File: src/rtl/alu_pkg.sv
// Shared types and constants for the ALU issue stage.
// ALU control codes, issue-stage FSM states and the legal-op check used
// when the ALU_ILLEGAL_TRAP_EN build option is enabled.
package alu_pkg;

  // Operand and result widths are fixed by the ALU this stage feeds.
  localparam int OPW   = 5;
  localparam int RES_W = 32;

  // ALU control codes; 0000 is the idle code (ALU returns 0).
  typedef enum logic [3:0] {
    ALU_NOP  = 4'b0000,
    ALU_ADD  = 4'b0001,
    ALU_SUB  = 4'b0010,
    ALU_AND  = 4'b0011,
    ALU_SLL  = 4'b0100,
    ALU_SRL  = 4'b0101,
    ALU_AND2 = 4'b0110,
    ALU_OR   = 4'b0111,
    ALU_MUL  = 4'b1000,
    ALU_LT   = 4'b1001,
    ALU_GT   = 4'b1010,
    ALU_EQ   = 4'b1011
  } alu_op_e;

  // Issue-stage FSM states; TRAP is only reachable with ALU_ILLEGAL_TRAP_EN.
  typedef enum logic [1:0] {
    IDLE   = 2'b00,
    ISSUE  = 2'b01,
    RESULT = 2'b10,
    TRAP   = 2'b11
  } issue_state_e;

  // An op is legal when its code lies in the ADD..EQ range.
  function automatic logic is_legal_op(input logic [3:0] op);
    return (op >= 4'(ALU_ADD)) && (op <= 4'(ALU_EQ));
  endfunction

endpackage

File: src/rtl/alu_issue_fifo.sv
// Op buffer for the ALU issue stage.
// DEPTH entries (power of two) of packed {op, operand_1, operand_2, tag}.
// A push into a full FIFO is dropped even if a pop happens in the same
// cycle; the producer sees this through full (in_ready = !full).
module alu_issue_fifo #(
  parameter int DEPTH = 4,
  parameter int WIDTH = 18
) (
  input  logic             clk,
  input  logic             rst_n,
  input  logic             push,
  input  logic             pop,
  input  logic [WIDTH-1:0] wdata,
  output logic [WIDTH-1:0] rdata,
  output logic             full,
  output logic             empty
);

  localparam int PTR_W = $clog2(DEPTH);
  localparam int CNT_W = PTR_W + 1;

  logic [WIDTH-1:0] mem_r [DEPTH];
  logic [PTR_W-1:0] wr_ptr_r;
  logic [PTR_W-1:0] rd_ptr_r;
  logic [CNT_W-1:0] count_r;
  logic             push_s;
  logic             pop_s;

  assign full   = (count_r == CNT_W'(DEPTH));
  assign empty  = (count_r == {CNT_W{1'b0}});
  assign push_s = push && !full;
  assign pop_s  = pop && !empty;
  assign rdata  = mem_r[rd_ptr_r];

  // Storage: write the entry at the write pointer on an accepted push.
  always_ff @(posedge clk or negedge rst_n) begin
    if (!rst_n) begin
      for (int i = 0; i < DEPTH; i++) begin
        mem_r[i] <= {WIDTH{1'b0}};
      end
    end else if (push_s) begin
      mem_r[wr_ptr_r] <= wdata;
    end
  end

  // Pointers wrap naturally at DEPTH; count tracks occupancy.
  always_ff @(posedge clk or negedge rst_n) begin
    if (!rst_n) begin
      wr_ptr_r <= {PTR_W{1'b0}};
      rd_ptr_r <= {PTR_W{1'b0}};
      count_r  <= {CNT_W{1'b0}};
    end else begin
      if (push_s) begin
        wr_ptr_r <= wr_ptr_r + PTR_W'(1);
      end
      if (pop_s) begin
        rd_ptr_r <= rd_ptr_r + PTR_W'(1);
      end
      case ({push_s, pop_s})
        2'b10:   count_r <= count_r + CNT_W'(1);
        2'b01:   count_r <= count_r - CNT_W'(1);
        default: count_r <= count_r;
      endcase
    end
  end

endmodule

File: src/rtl/alu_issue_stage.sv
// ALU issue stage: buffers decoded ALU ops, drives the ALU's registered
// inputs one op at a time and offers the ALU result to writeback with its tag.
// Build option: ALU_ILLEGAL_TRAP_EN -- illegal op codes retire through TRAP
// with wb_err=1 instead of being issued to the ALU.
module alu_issue_stage
  import alu_pkg::*;
#(
  parameter int DEPTH = 4,
  parameter int TAG_W = 4
) (
  input  logic             clk,
  input  logic             rst_n,
  input  logic             in_valid,
  output logic             in_ready,
  input  logic [3:0]       in_op,
  input  logic [OPW-1:0]   in_operand_1,
  input  logic [OPW-1:0]   in_operand_2,
  input  logic [TAG_W-1:0] in_tag,
  output logic [OPW-1:0]   alu_operand_1,
  output logic [OPW-1:0]   alu_operand_2,
  output logic [3:0]       alu_control,
  input  logic [RES_W-1:0] alu_result,
  output logic             wb_valid,
  input  logic             wb_ready,
  output logic [RES_W-1:0] wb_result,
  output logic [TAG_W-1:0] wb_tag,
  output logic             wb_err
);

  localparam int ENTRY_W = 4 + 2 * OPW + TAG_W;

  issue_state_e       state_r;
  issue_state_e       state_nxt_s;
  logic               load_s;
  logic               clear_ctl_s;
  logic               fifo_full_s;
  logic               fifo_empty_s;
  logic [ENTRY_W-1:0] fifo_wdata_s;
  logic [ENTRY_W-1:0] fifo_rdata_s;
  logic [3:0]         head_op_s;
  logic [OPW-1:0]     head_opnd1_s;
  logic [OPW-1:0]     head_opnd2_s;
  logic [TAG_W-1:0]   head_tag_s;
  logic [OPW-1:0]     alu_operand_1_r;
  logic [OPW-1:0]     alu_operand_2_r;
  logic [3:0]         alu_control_r;
  logic [TAG_W-1:0]   wb_tag_r;
`ifdef ALU_ILLEGAL_TRAP_EN
  logic               head_legal_s;
`endif

  assign fifo_wdata_s = {in_op, in_operand_1, in_operand_2, in_tag};
  assign {head_op_s, head_opnd1_s, head_opnd2_s, head_tag_s} = fifo_rdata_s;
  assign in_ready = !fifo_full_s;

  alu_issue_fifo #(
    .DEPTH (DEPTH),
    .WIDTH (ENTRY_W)
  ) u_fifo (
    .clk   (clk),
    .rst_n (rst_n),
    .push  (in_valid),
    .pop   (load_s),
    .wdata (fifo_wdata_s),
    .rdata (fifo_rdata_s),
    .full  (fifo_full_s),
    .empty (fifo_empty_s)
  );

`ifdef ALU_ILLEGAL_TRAP_EN
  assign head_legal_s = is_legal_op(head_op_s);
`endif

  // Next-state logic: decide when to load the FIFO head and where to go.
  always_comb begin
    state_nxt_s = state_r;
    load_s      = 1'b0;
    clear_ctl_s = 1'b0;
    case (state_r)
      IDLE: begin
        if (!fifo_empty_s) begin
          load_s = 1'b1;
        end else begin
          state_nxt_s = IDLE;
        end
      end
      ISSUE: begin
        state_nxt_s = RESULT;
      end
      RESULT, TRAP: begin
        if (wb_ready) begin
          if (!fifo_empty_s) begin
            load_s = 1'b1;
          end else begin
            clear_ctl_s = 1'b1;
            state_nxt_s = IDLE;
          end
        end else begin
          state_nxt_s = state_r;
        end
      end
      default: begin
        state_nxt_s = IDLE;
      end
    endcase
    if (load_s) begin
`ifdef ALU_ILLEGAL_TRAP_EN
      state_nxt_s = head_legal_s ? ISSUE : TRAP;
`else
      state_nxt_s = ISSUE;
`endif
    end else begin
      state_nxt_s = state_nxt_s;
    end
  end

  // State register.
  always_ff @(posedge clk or negedge rst_n) begin
    if (!rst_n) begin
      state_r <= IDLE;
    end else begin
      state_r <= state_nxt_s;
    end
  end

  // ALU input and tag registers: loaded with the head op, held until the next load.
  always_ff @(posedge clk or negedge rst_n) begin
    if (!rst_n) begin
      alu_operand_1_r <= {OPW{1'b0}};
      alu_operand_2_r <= {OPW{1'b0}};
      alu_control_r   <= 4'b0000;
      wb_tag_r        <= {TAG_W{1'b0}};
    end else if (load_s) begin
      wb_tag_r <= head_tag_s;
`ifdef ALU_ILLEGAL_TRAP_EN
      // An illegal op is never presented to the ALU.
      if (head_legal_s) begin
        alu_operand_1_r <= head_opnd1_s;
        alu_operand_2_r <= head_opnd2_s;
        alu_control_r   <= head_op_s;
      end
`else
      alu_operand_1_r <= head_opnd1_s;
      alu_operand_2_r <= head_opnd2_s;
      alu_control_r   <= head_op_s;
`endif
    end else if (clear_ctl_s) begin
      alu_control_r <= 4'b0000;
    end
  end

  assign alu_operand_1 = alu_operand_1_r;
  assign alu_operand_2 = alu_operand_2_r;
  assign alu_control   = alu_control_r;
  assign wb_tag        = wb_tag_r;
  assign wb_result     = (state_r == RESULT) ? alu_result : {RES_W{1'b0}};

`ifdef ALU_ILLEGAL_TRAP_EN
  assign wb_valid = (state_r == RESULT) || (state_r == TRAP);
  assign wb_err   = (state_r == TRAP);
`else
  assign wb_valid = (state_r == RESULT);
  assign wb_err   = 1'b0;
`endif

endmodule

File: config.mk
export PLATFORM = sky130hd
export DESIGN_NAME = alu_issue_stage
export DESIGN_NICKNAME = d
export VERILOG_FILES = /design/src/rtl/alu_pkg.sv /design/src/rtl/alu_issue_fifo.sv /design/src/rtl/alu_issue_stage.sv
export SDC_FILE = /design/constraint.sdc
export NUM_CORES = 1
export LEC_CHECK = 0
export ABC_AREA = 0
export CAP_MARGIN = 20
export CORE_AREA = 5 5 103 105
export DETAILED_ROUTE_END_ITERATION = 10
export DIE_AREA = 0 0 108 110
export DONT_BUFFER_PORTS = 1
export GPL_TIMING_DRIVEN = 1
export PLACE_DENSITY_LB_ADDON = 0.05
export RECOVER_POWER = 50
export SLEW_MARGIN = 25
export SYNTH_ARGS = -nofsm -noshare
export SYNTH_HDL_FRONTEND = slang
export SYNTH_SLANG_ARGS = --single-unit
File: constraint.sdc
create_clock -name clk -period 2.75 [get_ports clk]
set_input_delay 0.55 -clock clk [delete_from_list [all_inputs] [get_ports clk]]
set_output_delay 0.55 -clock clk [all_outputs]
set_load 0.05 [all_outputs]
==> Word level (Yosys, flattened, before mapping) <==
Cells that the tools add are included.
{ "classes": {"magnitude_cmp": 3, "bitwise": 2, "mux": 20, "n_eq_ne": 7, "add_sub_neg": 4, "reduce_logical": 10} }
{ "op_table": {"columns": ["cell", "count"], "rows": [
  ["72-bit bitwise mux", 1],
  ["18-bit 2-to-1 mux", 3],
  ["18-bit binary-select mux with 2-bit select", 1],
  ["18-bit demux with 2-bit select", 1],
  ["32-bit 2-to-1 mux", 1],
  ["4-bit 2-to-1 mux", 2],
  ["2-bit == test (second input constant)", 3],
  ["3-bit >= comparator (second input constant)", 2],
  ["2-bit 2-to-1 mux", 3],
  ["2-bit inverter with 3-bit output", 2],
  ["2-bit case mux with 3 select lines", 1],
  ["3-bit case mux with 2 select lines", 1],
  ["1-bit 2-to-1 mux", 5],
  ["2-bit by 1-bit adder with 2-bit output (second input constant)", 2],
  ["2-bit by 1-bit == test with 1-bit output (second input constant)", 2],
  ["2-bit nonzero test", 2],
  ["3-bit by 1-bit adder with 3-bit output (second input constant)", 1],
  ["3-bit == test (second input constant)", 1],
  ["1-bit logical AND", 3],
  ["3-bit logical NOT", 1],
  ["3-bit by 1-bit less-than comparator with 1-bit output (second input constant)", 1],
  ["3-bit by 2-bit != test with 1-bit output (second input constant)", 1],
  ["3-bit by 1-bit subtractor with 3-bit output (second input constant)", 1],
  ["1-bit logical NOT", 2],
  ["other kinds (3)", 3]
]} }
{ "totals": {"input_bits": 54, "word_cells": 58, "ff_bits": 99, "out_inout_bits": 53} }

==> Logic depth before layout (Yosys ltp) <==
{ "depth": {"ltp_word": 7, "depth_mapped": 10, "depth_no_buf": 8} }

==> Hierarchy <==
A second synthesis with hierarchy kept.
{ "hier_totals": {"cells_unflattened": 307, "hier_area_um2": 4762.1} }
{ "by_module_without_submodules": {"columns": ["module", "area_per_inst_um2", "seq_area_each_um2", "cells_per_inst", "instances"], "rows": [
  ["alu_issue_fifo", 3688.5, 1976.9, 210, 1],
  ["alu_issue_stage", 1073.5, 500.5, 97, 1]
]} }

==> Worst setup path before layout <==
OpenSTA, ideal clock, no wires.
{ "synth_path": {"path_kind": "register -> output", "from": "reg state_r[1]", "to": "out wb_result[22]", "path_buffers": 1, "stages_incl_launch_ff": 4, "required_ps": 2200, "setup_slack_ps": 465, "arrival_time_ps": 1735, "cell_sequence": "dfrtp_1 -> nor2b_1 -> clkbuf_1 -> and2_1"} }
{ "synth_between": {"elab_chain_cells": 2} }
{ "synth_rtl": {"columns": ["element", "line", "rtl"], "rows": [
  ["from (decl)", "alu_issue_stage.sv:32", "issue_state_e state_r;"],
  ["from (signal assigned)", "alu_issue_stage.sv:122", "state_r <= state_nxt_s;"],
  ["2-bit == test", null, null],
  ["net wb_valid", "alu_issue_stage.sv:23", "output logic wb_valid,"],
  ["32-bit 2-to-1 mux", "alu_issue_stage.sv:156", "assign wb_result = (state_r == RESULT) ? alu_result : {RES_W{1'b0}};"],
  ["to (decl)", "alu_issue_stage.sv:25", "output logic [RES_W-1:0] wb_result,"]
]} }
The timed path passes the listed nets, and every way through them passes these cells.

==> Worst setup path in the final report <==
Ends and elaborated chain as after synthesis.

==> summary.txt <==
Outcome
  – Status: finished with violations
  – Failing checks: negative hold slack

Route
  – Via count: roughly 2,400
  – Vias per cell: around 5.5
  – Final ANT Viol Nets: 0
  – Drt drc: 0
  – Post-detailed-routing wire length: roughly 8.8 mm
  – Routed len/inst: 19.9 µm
  – Drt first-iter violations: 104
  – First-pass DRT Iterations: 3

Placement
  – Gpl congestion: between 0.6 and 0.7
  – Buffers on Ports: 0
  – Dpl cell area: 4700 µm²
  – Dpl cells: 424
  – Pre-CTS WS: ~0.65 ns
  – DPL Wire Length: 5.80 mm

Global routing
  – Vias in the first global route: between 2,000 and 2,500
  – Global-route wire length before repair: about 14 mm
  – Total grt overflow: 0
  – GRT Total Usage: between 10% and 20%
  – Largest net degree at the start of global routing: 100
  – Initial antenna violation count: 0

Cells and area
  – Final core utilization: between 50% and 60%
  – Fraction of layout cells with a size suffix above 1: a little over two fifths
  – Cell area after layout: 4960 µm²
  – Layout area overhead: 7.74%
  – Fin nets: between 300 and 400
  – Ant diodes: 0
  – Layout Cells excl Fill: 440

STA
  – Crit share post-route: a little over four fifths
  – Setup TNS Final: 0 ns
  – Slew Limit Headroom: between 50% and 60%
  – Worst slew pin tran: between 0.7 and 0.8 ns
  – Final Setup Violations: 0
  – Fin Hold WS: -0.127 ns
  – Maximum operating frequency: approximately 0.43 GHz
  – Clock skew: around 0.0083 ns
  – Unrepaired setup endpoints after global routing: no
  – Setup ws final: between 0.4 and 0.5 ns
  – Final Hold Viols: 99
  – Min cycle time layout: around 2.3 ns
  – Slew Viols, Final: 0

Logic synthesis
  – Sequential-to-total area share from yosys stat: 53.8%
  – Unique masters post-synth: 27
  – Total number of yosys warnings: 0
  – Syn avg cell area: about 15 µm²
  – Mapped Area: ~4600 µm²
  – Synth Register Bits: 99
  – Synth Instances: between 300 and 400
  – Syn Nets: 362

Floorplan
  – Die area: 11,900 µm²
  – Initial Util: 48.2%
  – Boundary Pins: 107
  – Die height: roughly 110 µm
  – Die Width: roughly 110 µm
  – Total core area: roughly 9500 µm²
  – # rows: 36

Job
  – Max-cap violations: 0

Worst setup path
  – Endpoint class of the critical path: primary output
  – Crit Path Category: reg -> out
  – Reg2reg start: u_fifo.count_r[2]$_DFFE_PN0P_
  – R2R depth: 4
  – Critical Path AT: about 1.8 ns
  – Reg-to-Reg End: alu_operand_2[2]$_DFFE_PN0P_
  – R2R setup slack: 0.61 ns
  – Crit-path max FO: 33
  – Crit path launch type: register
  – Worst Path Required: about 2.2 ns

Hold path
  – Worst Hold Class: in -> async

Power and ir drop
  – Leakage: roughly 2.1 nW
  – Peak VDD IR: around 620 µV
  – Pwr dens: 1490 nW/µm²

Clock tree
  – CTS Buf Count: 9
  – Clk root buf: clkbuf_8
  – Htree depth: 3
  – Clk sink count: 99
  – Worst-path clk slew: 0.10 ns
  – # resized after CTS: 0
  – CTS tree: built
  – Clock Tree Buf Depth: 2
  – Worst-Skew Late Latency: between 0.3 and 0.4 ns
==> kinds of logic after synthesis <==
logic type               after synthesis  synth area share, %
multiplexers                         105                 31.1
flip-flops                            99                 53.8
AND/OR/NAND/NOR                       57                 8.34
buffers and inverters                 22                 3.04
adder cells (fa/ha/maj)                6                 1.79
AO/OA/AOI/OAI                          6                0.706
XOR/XNOR                               6                 1.14
other                                  1               0.0814
==> worst max-delay path by stage <==
stage          slack, ns  cells after the start                            end                   start
2_1_floorplan       0.46                      3                  wb_result[22]  state_r[1]$_DFFE_PN0P_
3_3_place_gp        0.71                      8  u_fifo.count_r[2]$_DFFE_PN0P_                wb_ready
3_5_place_dp        0.65                      8  u_fifo.count_r[2]$_DFFE_PN0P_                wb_ready
4_1_cts             0.43                      3                  wb_result[22]  state_r[1]$_DFFE_PN0P_
5_1_grt             0.37                      3                   wb_result[8]  state_r[1]$_DFFE_PN0P_
6_report            0.45                      3                  wb_result[22]  state_r[1]$_DFFE_PN0P_
==> layout make-up <==
cell class / instances / area [µm²]
Clock buffer: 10 / 138
Clock inverter: 6 / 134
Timing Repair Buffer: 6 / 42.5
Inverter: 5 / 18.8
Sequential cell: 99 / 2480
Fill cell: 842 / 4590
Tap cell: 133 / 166
Multi-Input combinational cell: 181 / 1990
==> flip-flops by register name (all words and copies together), names as in the netlist <==
signal and flops:
alu_control 4, alu_operand_1 5, alu_operand_2 5, state_r 2, u_fifo.count_r 3, u_fifo.mem_r 72, u_fifo.rd_ptr_r 2, u_fifo.wr_ptr_r 2
wb_tag 4
==> synthesized netlist by cell type, drive strengths merged <==
cell type  instances  share of area (%)
nand3              4                1.5
or3                1               0.14
nand4              5               0.68
xor2               3               0.57
ha                 5                1.4
fa                 1               0.43
buf               13                2.3
nor2b              1               0.14
mux4              18                8.8
xnor2              3               0.57
o21bai             1               0.16
nand2b             2               0.27
inv                5               0.41
or3b               1               0.19
nor2               1              0.081
dfrtp             99                 54
conb               1              0.081
nand2              9               0.73
clkbuf             4               0.35
mux2              87                 22
and2              32                4.3
o21ai              5               0.54
and3               1               0.24
==> what timing repair did <==
item                                    CTS  global route
endpoints found under the hold margin    99            99
buffers inserted                          0             0
endpoints found under the setup margin    0             0
==> report_power, final <==
part           switching [mW]  leakage, nW  internal (mW)
sequential              0.887         1.18           2.21
clock                   0.501        0.137          0.723
combinational            1.47        0.822           1.61
==> through the flow <==
step           hold slack (ns)  power, mW
2_1_floorplan            0.254       5.81
6_report                -0.127       7.41
4_1_cts                 -0.145       7.52
3_5_place_dp             0.257       6.30
3_3_place_gp             0.257       6.22
5_1_grt                 -0.156       7.87
==> layer usage <==
layer,share of wire (%),GRT usage [%],vias up,wire length (µm)
li1,-,-,1073,-
met1,44,20.2,1245,3840
met2,47,25.4,81,4160
met3,7.1,4.19,11,624
met4,1.6,5.95,0,136
met5,0,0,-,0
==> placed cells by master (no fill, tap or decap) <==
cell,netlist,final
and3_1,0,1
or3_1,1,1
fa_1,1,1
nor2b_2,0,1
xnor2_1,3,3
mux2_4,13,13
o21bai_1,1,1
clkinv_2,0,1
and2_1,32,32
o21ai_0,5,5
bufinv_16,0,4
mux2_2,74,74
conb_1,1,1
dfrtp_1,99,99
ha_1,5,5
nand4_1,5,5
buf_4,1,5
nand2_1,9,9
inv_6,0,1
nand3_4,4,4
xor2_1,3,3
mux4_2,18,18
inv_1,5,5
or3b_1,1,1
clkbuf_2,1,1
clkbuf_8,0,10
nor2_1,1,1
nand2b_1,2,2
==> critical path, cell delays in order, from the launching register on <==
cell and delay [ns]:
dfrtp_1 0.41, nor2b_2 0.15, buf_4 0.32, and2_1 0.51
Note: power is estimated with default switching activity, not from simulation.
